`src/rtl/fetch_unit_pkg.sv`:
```
// Shared definitions for the instruction fetch unit: word width, reset
// address, fetch increment and the output-register source selector.
`ifndef FETCH_UNIT_DEFINES
`define FETCH_UNIT_DEFINES
`define WORD_WIDTH 32
`define RESET_PC   32'h0000_0000
`define FETCH_INC  4
`endif

package fetch_unit_pkg;

    // Byte distance between consecutive instruction words.
    localparam int unsigned FETCH_INC = `FETCH_INC;

    // Where the output register takes its next contents from.
    typedef enum logic [1:0] {
        SRC_HOLD  = 2'd0,  // keep current contents
        SRC_SKID  = 2'd1,  // refill from the skid buffer
        SRC_RESP  = 2'd2,  // load the memory response arriving this cycle
        SRC_CLEAR = 2'd3   // nothing to present: drop if_valid
    } out_sel_e;

endpackage

```
`src/rtl/fetch_skid.sv`:
```
// One-entry skid buffer holding an instruction word and its address while
// decode is stalled. Flush wins over load, load wins over drain.
module fetch_skid
    import fetch_unit_pkg::*;
#(
    parameter int W = `WORD_WIDTH
) (
    input  logic         clk,
    input  logic         rst,
    input  logic         flush,
    input  logic         load,
    input  logic         drain,
    input  logic [W-1:0] in_data,
    input  logic [W-1:0] in_pc,
    output logic         valid,
    output logic [W-1:0] data,
    output logic [W-1:0] pc
);

    logic         valid_r;
    logic [W-1:0] data_r;
    logic [W-1:0] pc_r;

    // Buffer occupancy and contents; async reset empties it immediately.
    always_ff @(posedge clk or negedge rst) begin
        if (!rst) begin
            valid_r <= 1'b0;
            data_r  <= '0;
            pc_r    <= '0;
        end else if (flush) begin
            valid_r <= 1'b0;
        end else if (load) begin
            valid_r <= 1'b1;
            data_r  <= in_data;
            pc_r    <= in_pc;
        end else if (drain) begin
            valid_r <= 1'b0;
        end else begin
            valid_r <= valid_r;
        end
    end

    assign valid = valid_r;
    assign data  = data_r;
    assign pc    = pc_r;

endmodule

```
`src/rtl/fetch_unit.sv`:
```
// Instruction fetch stage: issues one word address per cycle to a
// synchronous-read instruction memory, tracks the single in-flight request,
// and presents fetched words to decode through a registered output backed by
// a one-entry skid buffer. A branch redirect flushes everything in flight.
module fetch_unit
    import fetch_unit_pkg::*;
#(
    parameter int           W        = `WORD_WIDTH,
    parameter logic [W-1:0] RESET_PC = `RESET_PC
) (
    input  logic         clk,
    input  logic         rst,
    output logic [W-1:0] imem_addr,
    input  logic [W-1:0] imem_data,
    input  logic         br_taken,
    input  logic [W-1:0] br_target,
    input  logic         id_ready,
    output logic         if_valid,
    output logic [W-1:0] if_inst,
    output logic [W-1:0] if_pc
);

    localparam logic [W-1:0] ALIGN_MASK = ~{{(W-2){1'b0}}, 2'b11};
    localparam logic [W-1:0] START_PC   = RESET_PC & ALIGN_MASK;
    localparam logic [W-1:0] PC_STEP    = W'(FETCH_INC);

    logic [W-1:0] fetch_pc_r;
    logic         inflight_r;
    logic [W-1:0] inflight_pc_r;
    logic         if_valid_r;
    logic [W-1:0] if_inst_r;
    logic [W-1:0] if_pc_r;

    logic         skid_valid_s;
    logic [W-1:0] skid_data_s;
    logic [W-1:0] skid_pc_s;

    logic         xfer_s;
    logic         skid_load_s;
    logic         skid_drain_s;
    logic         issue_s;
    logic [W-1:0] target_s;
    logic [W-1:0] fetch_pc_nxt_s;
    out_sel_e     out_sel_s;

    assign imem_addr = fetch_pc_r;
    assign target_s  = br_target & ALIGN_MASK;
    assign xfer_s    = if_valid_r && id_ready;

    // Steering: who fills the output register, when the skid buffer loads or
    // drains, and whether a new request may be issued this cycle.
    always_comb begin
        out_sel_s      = SRC_HOLD;
        skid_load_s    = 1'b0;
        skid_drain_s   = 1'b0;
        issue_s        = 1'b0;
        fetch_pc_nxt_s = fetch_pc_r;
        if (br_taken) begin
            out_sel_s      = SRC_CLEAR;
            fetch_pc_nxt_s = target_s;
        end else begin
            if (xfer_s) begin
                if (skid_valid_s) begin
                    out_sel_s    = SRC_SKID;
                    skid_drain_s = 1'b1;
                end else if (inflight_r) begin
                    out_sel_s = SRC_RESP;
                end else begin
                    out_sel_s = SRC_CLEAR;
                end
            end else if (!if_valid_r && inflight_r) begin
                out_sel_s = SRC_RESP;
            end else if (if_valid_r && inflight_r) begin
                // Decode is stalled and a word is arriving: park it.
                skid_load_s = 1'b1;
            end else begin
                out_sel_s = SRC_HOLD;
            end
            // A full (or filling) skid buffer means one more word would have
            // nowhere to go, so stop issuing until it drains.
            issue_s = !skid_valid_s && !skid_load_s;
            if (issue_s) begin
                fetch_pc_nxt_s = fetch_pc_r + PC_STEP;
            end else begin
                fetch_pc_nxt_s = fetch_pc_r;
            end
        end
    end

    // Fetch address and in-flight request tracking.
    always_ff @(posedge clk or negedge rst) begin
        if (!rst) begin
            fetch_pc_r    <= START_PC;
            inflight_r    <= 1'b0;
            inflight_pc_r <= '0;
        end else begin
            fetch_pc_r    <= fetch_pc_nxt_s;
            inflight_r    <= issue_s;
            inflight_pc_r <= fetch_pc_r;
        end
    end

    // Output register presented to decode.
    always_ff @(posedge clk or negedge rst) begin
        if (!rst) begin
            if_valid_r <= 1'b0;
            if_inst_r  <= '0;
            if_pc_r    <= '0;
        end else begin
            case (out_sel_s)
                SRC_SKID: begin
                    if_valid_r <= 1'b1;
                    if_inst_r  <= skid_data_s;
                    if_pc_r    <= skid_pc_s;
                end
                SRC_RESP: begin
                    if_valid_r <= 1'b1;
                    if_inst_r  <= imem_data;
                    if_pc_r    <= inflight_pc_r;
                end
                SRC_CLEAR: begin
                    if_valid_r <= 1'b0;
                end
                default: begin
                    if_valid_r <= if_valid_r;
                end
            endcase
        end
    end

    fetch_skid #(
        .W (W)
    ) u_skid (
        .clk     (clk),
        .rst     (rst),
        .flush   (br_taken),
        .load    (skid_load_s),
        .drain   (skid_drain_s),
        .in_data (imem_data),
        .in_pc   (inflight_pc_r),
        .valid   (skid_valid_s),
        .data    (skid_data_s),
        .pc      (skid_pc_s)
    );

    assign if_valid = if_valid_r;
    assign if_inst  = if_inst_r;
    assign if_pc    = if_pc_r;

endmodule

```
`config.mk`:
```
export PLATFORM = sky130hd
export DESIGN_NAME = fetch_unit
export DESIGN_NICKNAME = d
export VERILOG_FILES = /design/src/rtl/fetch_unit_pkg.sv /design/src/rtl/fetch_skid.sv /design/src/rtl/fetch_unit.sv
export SDC_FILE = /design/constraint.sdc
export NUM_CORES = 1
export LEC_CHECK = 0
export BUFFER_PORTS_ARGS = -buffer_cell sky130_fd_sc_hd__buf_2
export CAP_MARGIN = 20
export CORE_MARGIN = 3
export CORE_UTILIZATION = 30
export CTS_CLUSTER_SIZE = 20
export DETAILED_ROUTE_END_ITERATION = 8
export SLEW_MARGIN = 20
export SYNTH_ARGS = -nofsm -noshare
export SYNTH_HDL_FRONTEND = slang
export SYNTH_SLANG_ARGS = --single-unit
```
`constraint.sdc`:
```
create_clock -name clk -period 2.3 [get_ports clk]
set_clock_uncertainty 0.1 [all_clocks]
set_input_delay 0.23 -clock clk [delete_from_list [all_inputs] [get_ports clk]]
set_output_delay 0.23 -clock clk [all_outputs]
set_load 0.005 [all_outputs]
```
==> results.sh <==
export IMPL_n_antenna_cell=0
export IMPL_ys_ff_latch=187
export IMPL_place_area_um2=9350
export IMPL_cp_arrival_ps=2340
export IMPL_cts_sinks=187
export IMPL_yosys_top_cells_count="187 x dfrtp_1, 77 x nor2_1, 63 x mux2i_1"
export IMPL_synthTopCellsByArea="dfrtp_1 58%, mux2_2 8.7%, mux2i_1 7.9%, a21oi_1 3.9%, nor2_1 3.6%"
export IMPL_fill_cells=2553
export IMPL_place_inst=1155
export IMPL_startpoint_type="input port"
export IMPL_wl_per_cell_um=15.7
export IMPL_totalNegativeSetupSlack_ps=0
export IMPL_vdd_ir_drop_max_uv=532
export IMPL_synth_mux_area_share_pct=16.6
export IMPL_yosysMostFrequentCell="dfrtp_1"
export IMPL_worstSkewPairLatency_ps=430
export IMPL_end_kind="register"
export IMPL_grt_max_degree=63
export IMPL_clock_fmax_mhz=477
export IMPL_cts_root_buffer="clkbuf_16"
export IMPL_status="complete, no violations"
export IMPL_drive_above_1_share_pct=31.7
export IMPL_dieArea_um2=28700
export IMPL_antenna_found_initial=0
export IMPL_cts_buffer_depth=2
export IMPL_row_count=59
export IMPL_core_area_um2=26100
export IMPL_cts_buffers=17
export IMPL_fin_nets=979
export IMPL_synth_compound_area_share_pct=7.68
export IMPL_hold_worst_slack_ps=151
export IMPL_synth_top_area_share_pct=58.4
export IMPL_rsz0062_at_grt="no"
export IMPL_postSynthCellCount=680
export IMPL_synth_fa_ha_area_share_pct=0.625
export IMPL_dpl_hpwl_mm=13.3
export IMPL_start_util_pct=30.7
export IMPL_setup_viol=0
export IMPL_grt_use_total_pct=13.8
export IMPL_ys_dominant_reg_cell="dfrtp_1"
export IMPL_io_buffers=158
export IMPL_overflow=0
export IMPL_drc=0
export IMPL_grt_pass1_wl_mm=31.7
export IMPL_path_class="in -> reg"
export IMPL_cts_reportedPaths_clkPinSlew_ps=70
export IMPL_final_cell_area_um2=10600
export IMPL_syn_avg_cell_area_um2=11.8
export IMPL_vias=5931
export IMPL_synth_top_family_by_area="multiplexers"
export IMPL_gp_congestion=0.778
export IMPL_min_period_over_period_pct=91.1
export IMPL_powerDensity_nw_per_um2=1010
export IMPL_final_hold_viol_count=0
export IMPL_multi_input_comb_area_um2=3150
export IMPL_cts_max_level=4
export IMPL_synth_xor_area_share_pct=1.09
export IMPL_finalPower_mw=10.7
export IMPL_io_pin_count=165
export IMPL_crit_fanout=39
export IMPL_max_cap_violations=0
export IMPL_synthArstFlopShare_pct=100
export IMPL_drv_slew=0
export IMPL_hp_class="in -> reg"
export IMPL_vias_per_cell=4.73
export IMPL_die_w_um=169
export IMPL_synth_top_area_cell="dfrtp_1"
export IMPL_drt_iter0_markers=320
export IMPL_synth_simple_area_share_pct=12.7
export IMPL_synth_edf_count=0
export IMPL_regArea_um2=4680
export IMPL_ys_seq_area_share_pct=58.4
export IMPL_wirelength_mm=19.6
export IMPL_crit_required_ps=2540
export IMPL_syn2layout_area_growth_pct=32.4
export IMPL_yosysUniqueCellTypes=51
export IMPL_ys_warn_count=0
export IMPL_finalNonFillerCells=1255
export IMPL_period_minus_slack_ps=2100
export IMPL_power_leakage_nw=4.72
export IMPL_ant_nets=0
export IMPL_dr_pass1_iters=4
export IMPL_first_global_vias=5965
export IMPL_netlist_area_um2=8010
export IMPL_dieHeight_um=169
export IMPL_cts_tree="yes"
==> placed cells by master (no fill, tap or decap), types with 12 or more instances in the layout <==
cell / synthesis / layout
dfrtp_1: 187 / 186
buf_2: 13 / 158
nor2_1: 77 / 77
dlygate4sd3_1: 0 / 64
mux2i_1: 63 / 63
a21oi_1: 62 / 62
mux2_2: 62 / 62
nand2_1: 31 / 31
nand3_1: 22 / 22
clkbuf_16: 0 / 17
buf_4: 6 / 16
o21ai_0: 14 / 14
or4_1: 12 / 12
==> path summary, 6_finish.rpt <==
check / from / end / slack, ps / cells past startpoint
min in group asynchronous: rst / if_inst[3]$_DFFE_PN0P_ / 200 / 2
setup reg to reg: if_valid$_DFFE_PN0P_ / if_inst[1]$_DFFE_PN0P_ / 200 / 6
hold / removal: br_taken / u_skid.valid$_DFFE_PN0P_ / 150 / 3
max in group asynchronous: rst / u_skid.valid$_DFFE_PN0P_ / 1250 / 3
hold reg to reg: imem_addr[26]$_DFFE_PN0P_ / inflight_pc_r[26]$_DFF_PN0_ / 380 / 0
setup / recovery: id_ready / if_inst[1]$_DFFE_PN0P_ / 200 / 8
==> flip-flops by register name, summed over array words and instances, names as in the netlist <==
name,cells
inflight_pc_r,30
u_skid.valid,1
if_valid,1
if_inst,32
imem_addr,30
if_pc,30
u_skid.data,32
u_skid.pc,30
inflight_r,1
==> where the power goes <==
part	leakage [nW]	switching [mW]	internal (mW)
clock	0.289	1.34	1.56
sequential	2.21	0.618	4.36
combinational	2.22	1.32	1.47
==> per-stage QoR <==
stage	util, %	setup slack (ps)
detailed placement	35.8	79.7
CTS	40.4	66.1
floorplan	-	-56.0
global route	40.6	87.1
global placement	35.8	125
finish	40.6	205
==> worst max-delay path, cell delays in order <==
cell and delay (ps):
dlygate4sd3_1 550, buf_2 150, and3b_1 170, or3_4 400, ha_4 380, buf_12 220
nor2_1 70, a21oi_1 130
==> cells by family after synthesis <==
family	count (synthesis)
and+or+nand+nor	196
DFF	187
muxes	125
AOI/OAI and AO/OA	107
buffers and inverters	50
xor gates and xnor gates	10
adders and majority gates	4
other	1
==> routing by layer <==
metal | vias to the layer above | routed length, um | share of wire, % | global-route usage, %
li1 | 2873 | - | - | -
met1 | 2901 | 9590 | 49 | 19.2
met2 | 139 | 8990 | 46 | 21.8
met3 | 18 | 789 | 4.0 | 2.89
met4 | 0 | 269 | 1.4 | 4.02
met5 | - | 0 | 0 | 0
==> timing repair <==
item / 4_1_cts / 5_1_grt
setup buffers: 0 / 4
gates resized for setup: 0 / 2
hold endpoints to repair: 115 / 0
setup endpoints to repair: 0 / 16
hold buffers: 64 / 0
==> layout make-up <==
| type | instances | share of cell area, % |
|---|---|---|
| clock buffer | 19 | 4.17 |
| multi-input combinational | 446 | 29.7 |
| sequential | 187 | 44.1 |
| clock inverter | 13 | 1.24 |
| inverter | 6 | 0.212 |
| tap | 335 | 3.95 |
| timing repair buffer | 249 | 16.6 |
Note: power is estimated with default switching activity, not from simulation.
